===== config.mk =====
export PLATFORM = sky130hd
export DESIGN_NAME = lcd_write_scheduler
export DESIGN_NICKNAME = d
export VERILOG_FILES = /design/src/rtl/lcd_sched_pkg.sv /design/src/rtl/lcd_sched_fifo.sv /design/src/rtl/lcd_write_scheduler.sv
export SDC_FILE = /design/constraint.sdc
export NUM_CORES = 1
export LEC_CHECK = 0
export CORE_AREA = 2 2 113 115
export CTS_CLUSTER_DIAMETER = 120
export DETAILED_ROUTE_END_ITERATION = 8
export DIE_AREA = 0 0 115 117
export PLACE_DENSITY = 0.61
export SETUP_SLACK_MARGIN = 0.2
export SYNTH_ARGS = -nofsm -noshare
export SYNTH_HDL_FRONTEND = slang
export SYNTH_HIERARCHICAL = 1
export SYNTH_SLANG_ARGS = --single-unit

===== constraint.sdc =====
create_clock -name clock -period 3.81 [get_ports clock]
set_input_delay 0.381 -clock clock [delete_from_list [all_inputs] [get_ports clock]]
set_output_delay 0.381 -clock clock [all_outputs]
set_load 0.01 [all_outputs]

===== src/rtl/lcd_sched_pkg.sv =====
// Shared constants and helpers for the LCD write scheduler.
// Source encodings, default sizing and a constant log2 for pointer widths.
package lcd_sched_pkg;

   localparam logic SRC_CPU = 1'b0;
   localparam logic SRC_KBD = 1'b1;

   localparam int DEF_DEPTH    = 8;
   localparam int DEF_CHAR_GAP = 64;

   // Smallest r with 2**r >= v; returns 1 for v <= 2 so widths never collapse to zero.
   function automatic int clog2(input int v);
      int r;
      r = 1;
      for (int i = 1; i < 31; i++) begin
         if ((1 << i) < v) r = i + 1;
      end
      return r;
   endfunction

endpackage


===== src/rtl/lcd_sched_fifo.sv =====
// Synchronous show-ahead FIFO of bytes; the level counter is kept separately from
// the wrapping pointers so that full and empty are never ambiguous.
module lcd_sched_fifo
   import lcd_sched_pkg::*;
#(
   parameter int DEPTH = DEF_DEPTH,
   localparam int PTR_W = clog2(DEPTH),
   localparam int LVL_W = PTR_W + 1
) (
   input  logic             clock,
   input  logic             resetn,
   input  logic             push,
   input  logic [7:0]       push_data,
   input  logic             pop,
   output logic [7:0]       head,
   output logic             full,
   output logic             empty,
   output logic [LVL_W-1:0] level
);

   logic [7:0]       mem [DEPTH];
   logic [PTR_W-1:0] wr_ptr_reg;
   logic [PTR_W-1:0] rd_ptr_reg;
   logic [LVL_W-1:0] level_reg;
   logic             do_push;
   logic             do_pop;

   assign full    = (level_reg == LVL_W'(DEPTH));
   assign empty   = (level_reg == '0);
   assign do_push = push && !full;
   assign do_pop  = pop && !empty;
   assign head    = mem[rd_ptr_reg];
   assign level   = level_reg;

   // Storage carries no reset; only the pointers and level define validity.
   always_ff @(posedge clock) begin
      if (do_push) mem[wr_ptr_reg] <= push_data;
   end

   always_ff @(posedge clock or negedge resetn) begin
      if (!resetn) begin
         wr_ptr_reg <= '0;
         rd_ptr_reg <= '0;
         level_reg  <= '0;
      end else begin
         if (do_push) wr_ptr_reg <= wr_ptr_reg + PTR_W'(1);
         if (do_pop)  rd_ptr_reg <= rd_ptr_reg + PTR_W'(1);
         case ({do_push, do_pop})
            2'b10:   level_reg <= level_reg + LVL_W'(1);
            2'b01:   level_reg <= level_reg - LVL_W'(1);
            default: level_reg <= level_reg;
         endcase
      end
   end

endmodule


===== src/rtl/lcd_write_scheduler.sv =====
// Shares the LCD character-write port between the processor and the PS2 echo path:
// per-source hold registers, round-robin push into a FIFO, paced drain to the LCD.
module lcd_write_scheduler
   import lcd_sched_pkg::*;
#(
   parameter int DEPTH    = DEF_DEPTH,
   parameter int CHAR_GAP = DEF_CHAR_GAP
) (
   input  logic       clock,
   input  logic       resetn,
   input  logic       cpu_wr_en,
   input  logic [7:0] cpu_wr_data,
   input  logic       kbd_pressed,
   input  logic [7:0] kbd_data,
   input  logic       kbd_echo_en,
   input  logic       ovf_clr,
   output logic       lcd_write_en,
   output logic [7:0] lcd_write_data,
   output logic [3:0] fifo_level,
   output logic       overflow,
   output logic       busy
);

   localparam int LVL_W  = clog2(DEPTH) + 1;
   localparam int PACE_W = clog2(CHAR_GAP);

   logic              cpu_hold_valid_reg;
   logic [7:0]        cpu_hold_data_reg;
   logic              kbd_hold_valid_reg;
   logic [7:0]        kbd_hold_data_reg;
   logic              kbd_prev_reg;
   logic              rr_reg;
   logic              rr_next;
   logic [PACE_W-1:0] pace_reg;
   logic              lcd_write_en_reg;
   logic [7:0]        lcd_write_data_reg;
   logic              overflow_reg;

   logic              cpu_req;
   logic              kbd_req;
   logic              push_cpu;
   logic              push_kbd;
   logic              fifo_push;
   logic [7:0]        fifo_push_data;
   logic              fifo_pop;
   logic [7:0]        fifo_head;
   logic              fifo_full;
   logic              fifo_empty;
   logic [LVL_W-1:0]  fifo_level_w;
   logic              cpu_drop;
   logic              kbd_drop;

   assign cpu_req = cpu_wr_en;
   assign kbd_req = kbd_pressed && !kbd_prev_reg && kbd_echo_en;

   // rr only moves when both holds compete for the same push slot.
   always_comb begin
      push_cpu = 1'b0;
      push_kbd = 1'b0;
      rr_next  = rr_reg;
      if (!fifo_full) begin
         if (cpu_hold_valid_reg && kbd_hold_valid_reg) begin
            if (rr_reg == SRC_CPU) push_cpu = 1'b1;
            else                   push_kbd = 1'b1;
            rr_next = ~rr_reg;
         end else if (cpu_hold_valid_reg) begin
            push_cpu = 1'b1;
         end else if (kbd_hold_valid_reg) begin
            push_kbd = 1'b1;
         end
      end
   end

   assign fifo_push      = push_cpu || push_kbd;
   assign fifo_push_data = push_cpu ? cpu_hold_data_reg : kbd_hold_data_reg;
   assign fifo_pop       = !fifo_empty && (pace_reg == '0);
   assign cpu_drop       = cpu_req && cpu_hold_valid_reg && !push_cpu;
   assign kbd_drop       = kbd_req && kbd_hold_valid_reg && !push_kbd;

   lcd_sched_fifo #(.DEPTH(DEPTH)) u_fifo (
      .clock     (clock),
      .resetn    (resetn),
      .push      (fifo_push),
      .push_data (fifo_push_data),
      .pop       (fifo_pop),
      .head      (fifo_head),
      .full      (fifo_full),
      .empty     (fifo_empty),
      .level     (fifo_level_w)
   );

   always_ff @(posedge clock or negedge resetn) begin
      if (!resetn) begin
         cpu_hold_valid_reg <= 1'b0;
         cpu_hold_data_reg  <= '0;
         kbd_hold_valid_reg <= 1'b0;
         kbd_hold_data_reg  <= '0;
         kbd_prev_reg       <= 1'b0;
         rr_reg             <= SRC_CPU;
         pace_reg           <= '0;
         lcd_write_en_reg   <= 1'b0;
         lcd_write_data_reg <= '0;
         overflow_reg       <= 1'b0;
      end else begin
         kbd_prev_reg <= kbd_pressed;
         rr_reg       <= rr_next;

         // A hold freed by this cycle's push can take a new byte on the same edge.
         if (cpu_req && !cpu_drop) begin
            cpu_hold_valid_reg <= 1'b1;
            cpu_hold_data_reg  <= cpu_wr_data;
         end else if (push_cpu) begin
            cpu_hold_valid_reg <= 1'b0;
         end

         if (kbd_req && !kbd_drop) begin
            kbd_hold_valid_reg <= 1'b1;
            kbd_hold_data_reg  <= kbd_data;
         end else if (push_kbd) begin
            kbd_hold_valid_reg <= 1'b0;
         end

         if (cpu_drop || kbd_drop) overflow_reg <= 1'b1;
         else if (ovf_clr)         overflow_reg <= 1'b0;

         lcd_write_en_reg <= fifo_pop;
         if (fifo_pop) begin
            lcd_write_data_reg <= fifo_head;
            pace_reg           <= PACE_W'(CHAR_GAP - 1);
         end else if (pace_reg != '0) begin
            pace_reg <= pace_reg - PACE_W'(1);
         end
      end
   end

   assign lcd_write_en   = lcd_write_en_reg;
   assign lcd_write_data = lcd_write_data_reg;
   assign fifo_level     = 4'(fifo_level_w);
   assign overflow       = overflow_reg;
   assign busy           = cpu_hold_valid_reg || kbd_hold_valid_reg || !fifo_empty
                           || (pace_reg != '0);

endmodule

==> impl_results.md <==
* Peak supply drop at 0.283 mV
* Maxcap violations at 0
* CTS Buf Count at 9
* Worst-Skew Late Latency at 0.35 ns
* Die area at 13500 sq um
* CTS tree: done
* Crit path launch type: flip-flop
* Root Buffer: clkbuf_16
* Worst setup startpoint: pace_reg[0]$_DFFE_PN0P_
* Syn Inst Count at between 200 and 300
* DIE HEIGHT at 117 um
* Cts-stage hold buffer count at 0
* Share of cells above drive strength 1 at 0.185
* Total Neg Setup Slack at 0 ns
* Syn. warnings at 6
* Mean Syn Cell Area at ~17 sq um
* Syn Nets at 307
* Clk slew on worst S/H paths at 0.07 ns
* Initial antenna violation count at 0
* PD cells at 623 nW/um^2
* CP endpoint kind: flip-flop
* Overall Global Routing Usage at 0.124
* # IOs at 37
* DR vias at 2403
* Main flop type after synthesis: edfxtp_1
* Post-detailed-route count of antenna-violating nets at 0
* RSZ-0062 raised after global routing: no
* Gr ovfl total at 0
* Crit path max-delay cell type: or4b_2
* Dpl hpwl at 5110 um
* Flip-flop count of the largest register after layout at 64
* Max_slew headroom at 0.292
* Final wirelength at 7680 um
* Layout filler cell count at 1060
* Final setup violation count at 0
* Critical register-to-register path startpoint: pace_reg[0]$_DFFE_PN0P_
* Worst-path maximum fanout at 9
* Cell repeated most along the worst path: ha_1
* Pwr Total at ~3.4 mW
* GP Congestion at 0.725
* FMAX at roughly 320 MHz
* Top cell type's share of synthesized area at 0.404
* Hold Path Class: input port to async pin
* CTS Sinks at 110
* #FFs+latches synth at 110
* Max-slew violation count at 0
* CORE AREA at 12300 sq um
* CP required at approximately 4.0 ns
* Async SR Flop Fraction at 0.418
* Cell row count at 41
* Final Util at 0.448
* Worst Tran Pin Value at 1.06 ns
* First-pass GRT wire length at 12400 um
* Antenna fix cells at 0
* # DRC at 0
* Initial drt markers at 122
* Seq/Total Area, Yosys at 0.646
* WS Path Type: flip-flop to flip-flop
* Setup Skew at 0.0101 ns
* Vias in the first global route at 2331
* Post-synth EDFFs at 64
* Longest Clk Path Bufs at 2
* Htree depth at 3
* Largest net degree at the start of global routing at 47
* Post-CTS resize count at 0
* DRT Pass-1 Iters at 4
* Post-CTS setup buffers at 0
* Starting Density at 0.386
* Top cells by area, synth: edfxtp_1 40%, dfrtp_1 24%, mux4_1 8.8%
* Post-Synthesis Cell Area at 4760 sq um
* Period utilization at 0.812
* Most flop-heavy register: u_fifo/mem
* Slowest stage delay, CP at 0.64 ns
* Lkg Pwr at 2.10 nW
* Area growth, synth to finish at 16.0%
* Final hold violation count at 0
* Die Wd at 115 um
* Final Net Count at 348
* DR vias/cell at just over 5
* Period minus WS final at 3.09 ns
* Routed len/inst at 16.2 um
* Status: completed
* Unique masters post-synth at 44
* Critical Path AT at roughly 3.3 ns
* CP cell instances: inv_1 -> ha_1 -> or2b_4 -> nor3_4 -> o41ai_1 -> inv_1 -> ha_1 -> ha_1 -> or4b_2 -> o311ai_0 -> o211ai_1
* Largest area contributor in the netlist: edfxtp_1
* Port buffer count at 36
-- final timing paths --
kind	endpoint	slack, ns	cells past startpoint
min in group clock	kbd_hold_data_reg[1]$_DFFE_PN0P_	0.50	1
max	u_fifo/level[3]$_DFFE_PN0P_	0.72	11
max in group asynchronous	overflow$_DFFE_PN0P_	2.93	1
min reg2reg	kbd_hold_data_reg[1]$_DFFE_PN0P_	0.50	1
min	pace_reg[0]$_DFFE_PN0P_	0.23	1
max reg2reg	u_fifo/level[3]$_DFFE_PN0P_	0.72	11
-- stage by stage --
stage | cell area [sq um] | hold WS (ns) | cells | worst slack (ns)
after floorplan | 4760 | 0.0854 | 278 | 0.536
after global placement | 5250 | 0.478 | 458 | 0.813
after detailed placement | 5250 | 0.481 | 458 | 0.737
after CTS | 5520 | 0.288 | 474 | 0.714
after global routing | 5520 | 0.339 | 474 | 0.455
final | 5520 | 0.233 | 474 | 0.718
-- layer usage --
layer / wire, um / vias up / share of wire / track usage
met3: 220 / 11 / 0.029 / 0.0175
met4: 200 / 0 / 0.026 / 0.0723
met5: 0 / - / 0 / 0
met1: 3730 / 1200 / 0.49 / 0.180
met2: 3530 / 43 / 0.46 / 0.180
li1: - / 1149 / - / -
-- layout make-up --
type                       count  area, sq um  area share
inverter                      10         37.5     0.00680
sequential                   110         3070       0.557
timing repair buffer          40          385      0.0698
multi-input combinational    148         1570       0.284
clock inverter                 4         32.5     0.00590
clock buffer                  12          236      0.0429
tap                          150          188      0.0340
-- critical path: cells and delay by family, from the launching register on --
family          cells  cell delay [ns]
compound gates      3             0.38
flops               1             0.39
fa+ha+maj           3             0.86
simple gates        3             1.13
buf+inv             2             0.20
-- power breakdown --
group | internal, mW | switching [mW] | total [mW]
sequential | 1.67 | 0.133 | 1.80
clock | 0.449 | 0.408 | 0.857
combinational | 0.367 | 0.412 | 0.779
total | 2.48 | 0.953 | 3.44
-- synth_stat cells (2+ instances only) --
cell      number
edfxtp_1      64
mux2_1         6
mux2_2        22
nor3_1         5
ha_1           6
o21ai_0        4
dfrtp_1       46
nor2b_1        3
nand2b_1       3
mux2_4        15
inv_1         10
mux4_1        16
buf_6          3
nand2_1       13
nand3b_1       2
xnor2_1        6
buf_2          4
a21oi_1        5
nor3b_1        3
buf_1          2
o31ai_1        2
nand3_1        6
nor2_1        11
-- cell families after synthesis --
| kind of cell | Yosys count | synth area share |
|---|---|---|
| DFF | 110 | 0.646 |
| muxes | 60 | 0.204 |
| and+or+nand+nor | 54 | 0.0634 |
| AOI/OAI and AO/OA | 20 | 0.0287 |
| buffers and inverters | 20 | 0.0250 |
| xor gates and xnor gates | 7 | 0.0129 |
| adders and majority gates | 7 | 0.0200 |
-- layout by cell type (no fill, tap or decap), types with 2 or more instances in the layout --
| cell | instances |
|---|---|
| a21oi_1 | 5 |
| buf_4 | 4 |
| clkbuf_1 | 3 |
| clkbuf_16 | 9 |
| clkdlybuf4s50_1 | 35 |
| dfrtp_1 | 46 |
| edfxtp_1 | 64 |
| ha_1 | 6 |
| inv_1 | 10 |
| mux2_1 | 6 |
| mux2_2 | 22 |
| mux2_4 | 15 |
| mux4_1 | 16 |
| nand2_1 | 13 |
| nand2b_1 | 3 |
| nand3_1 | 6 |
| nand3b_1 | 2 |
| nor2_1 | 11 |
| nor2b_1 | 3 |
| nor3_1 | 5 |
| nor3b_1 | 3 |
| o21ai_0 | 4 |
| o31ai_1 | 2 |
| xnor2_1 | 6 |
(Power assumes the default switching activity.)
==> RTL edit, RTL diff (same flow settings) <==
`DEF_CHAR_GAP`: 64 -> 128.
--- a/src/rtl/lcd_sched_pkg.sv
+++ b/src/rtl/lcd_sched_pkg.sv
@@ -7,5 +7,5 @@
 
    localparam int DEF_DEPTH    = 8;
-   localparam int DEF_CHAR_GAP = 64;
+   localparam int DEF_CHAR_GAP = 128;
 
    // Smallest r with 2**r >= v; returns 1 for v <= 2 so widths never collapse to zero.
Behaviour: same outputs for any inputs over 10 cycles, from zero or initial values and one cycle with resetn low; that may be too few to reach the edited logic, so the function may still have changed.
==> RTL edit against the original RTL <==
Clock power up 2.8%; design area up 0.61%; first-iteration DRC count up 12%; power increased by 0.43%; routed wire length increased by 1.7%; area after synthesis increased by 0.39%; count of clock-buffer cells in the layout shrank 2; cell count increased by 0.63%; core utilization is 0.27 points higher; synthesized cell count up 1.1%; worst setup slack worse by 46 ps; sequential cell count rose by 1.
==> RTL edit: results (changes against the original RTL) <==
Synth cell types 45 (+2.3%); drt pass-1 iters 4 (unchanged); area post-placement 0.00527 mm² (+0.43%); Final nets 351 (+0.86%); gr usage total 0.124 (-0.000323); DR top layer met4; Post-synth EDFFs 64 (unchanged); WL met1 3.83 mm (+2.8%); share of layout cells above drive strength 1 0.150 (-0.0353); grt met2 use 0.189 (+0.00824); synth cell count leaders edfxtp_1, dfrtp_1, mux2_1; H-tree depth 3 (unchanged); Largest Register u_fifo/mem; Via Count 2423 (+0.83%); first-pass GRT wire length 12.5 mm (+0.89%); Worst VDD drop 0.261 mV (-7.7%); fill count 1069 (+0.85%); Met2 Routed Length 3.58 mm (+1.4%); crit path DAT 3350 ps (+40 ps); largest net degree at the start of global routing 48 (+2.1%); DRT iter0 DRCs 137 (+12%); Leak 2.13 nW (+1.5%); P&R area growth vs syn 16.2%; WL/cell 16.4 µm (+1.0%); GPL Wtd Cong 0.758 (+4.4%); status finished clean; number of global-route vias before repair 2288 (-1.8%); met1 GRT Util 0.178 (-0.00219); clk_skew 8.36 ps (-1.77 ps); sequential share of the synthesized area 0.649 (+0.00270); Syn Nets 310 (+0.98%); hpwl dp 5.21 mm (+1.9%); Num CTS Buffers 9 (unchanged); DR WL met3 295 µm (+34%); Synth async-reset ratio 0.423 (+0.00524); M3 GR Usage 0.0242 (+0.00669); top cells by area, synth edfxtp_1, dfrtp_1, mux4_1; Worst-Margin Slew 1070 ps (+9.92 ps)
[RTL edit: changes by cell type after synthesis, sizes merged, moves of 2 or more]
cell / delta
o31ai: -2
a211oi: +2
a21o: +2
o21ai: -3
nor2: +3
[RTL edit: where the power goes]
group          switching (mW)  leakage [nW]  total (mW)  internal [mW]
Combinational           0.410         0.825       0.760          0.351
Clock                   0.427         0.139       0.881          0.455
Sequential              0.132          1.16        1.81           1.68
Total                   0.968          2.13        3.45           2.48
[RTL edit: final timing paths]
check | cells after the start | endpoint | slack (ps) | startpoint
max | 11 | u_fifo/level[3] | 670 | pace_reg[0]
min | 1 | pace_reg[3] | 230 | resetn
max reg2reg | 11 | u_fifo/level[3] | 670 | pace_reg[0]
min reg2reg | 1 | kbd_hold_data_reg[7] | 490 | kbd_hold_data_reg[7]
max in group asynchronous | 1 | lcd_write_data[0] | 2910 | resetn
min in group clock | 1 | kbd_hold_data_reg[7] | 490 | kbd_hold_data_reg[7]
[RTL edit: cell families (layout without fill, tap and decap cells)]
group                    Yosys count  after routing  share of synthesized area
flip-flops                       111            111                      0.649
multiplexers                      61             61                      0.200
AND/OR/NAND/NOR                   58             58                     0.0681
AO/OA/AOI/OAI                     18             18                     0.0267
buffers and inverters             18             64                     0.0217
XOR/XNOR                           8              8                     0.0147
adder cells (fa/ha/maj)            7              7                     0.0199
[RTL edit: through the flow]
step	setup WS [ps]	hold WS (ps)	instances
6_report	672	232	477
5_1_grt	415	337	477
4_1_cts	667	287	477
3_5_place_dp	725	481	461
3_3_place_gp	849	472	461
2_1_floorplan	878	85.4	281
[RTL edit: cell type report]
class / instances / share of cell area
clock buffer: 10 / 0.0412
clock inverter: 6 / 0.00924
inverter: 9 / 0.00609
multi-input combinational: 152 / 0.284
sequential: 111 / 0.558
tap: 150 / 0.0338
timing repair buffer: 39 / 0.0681
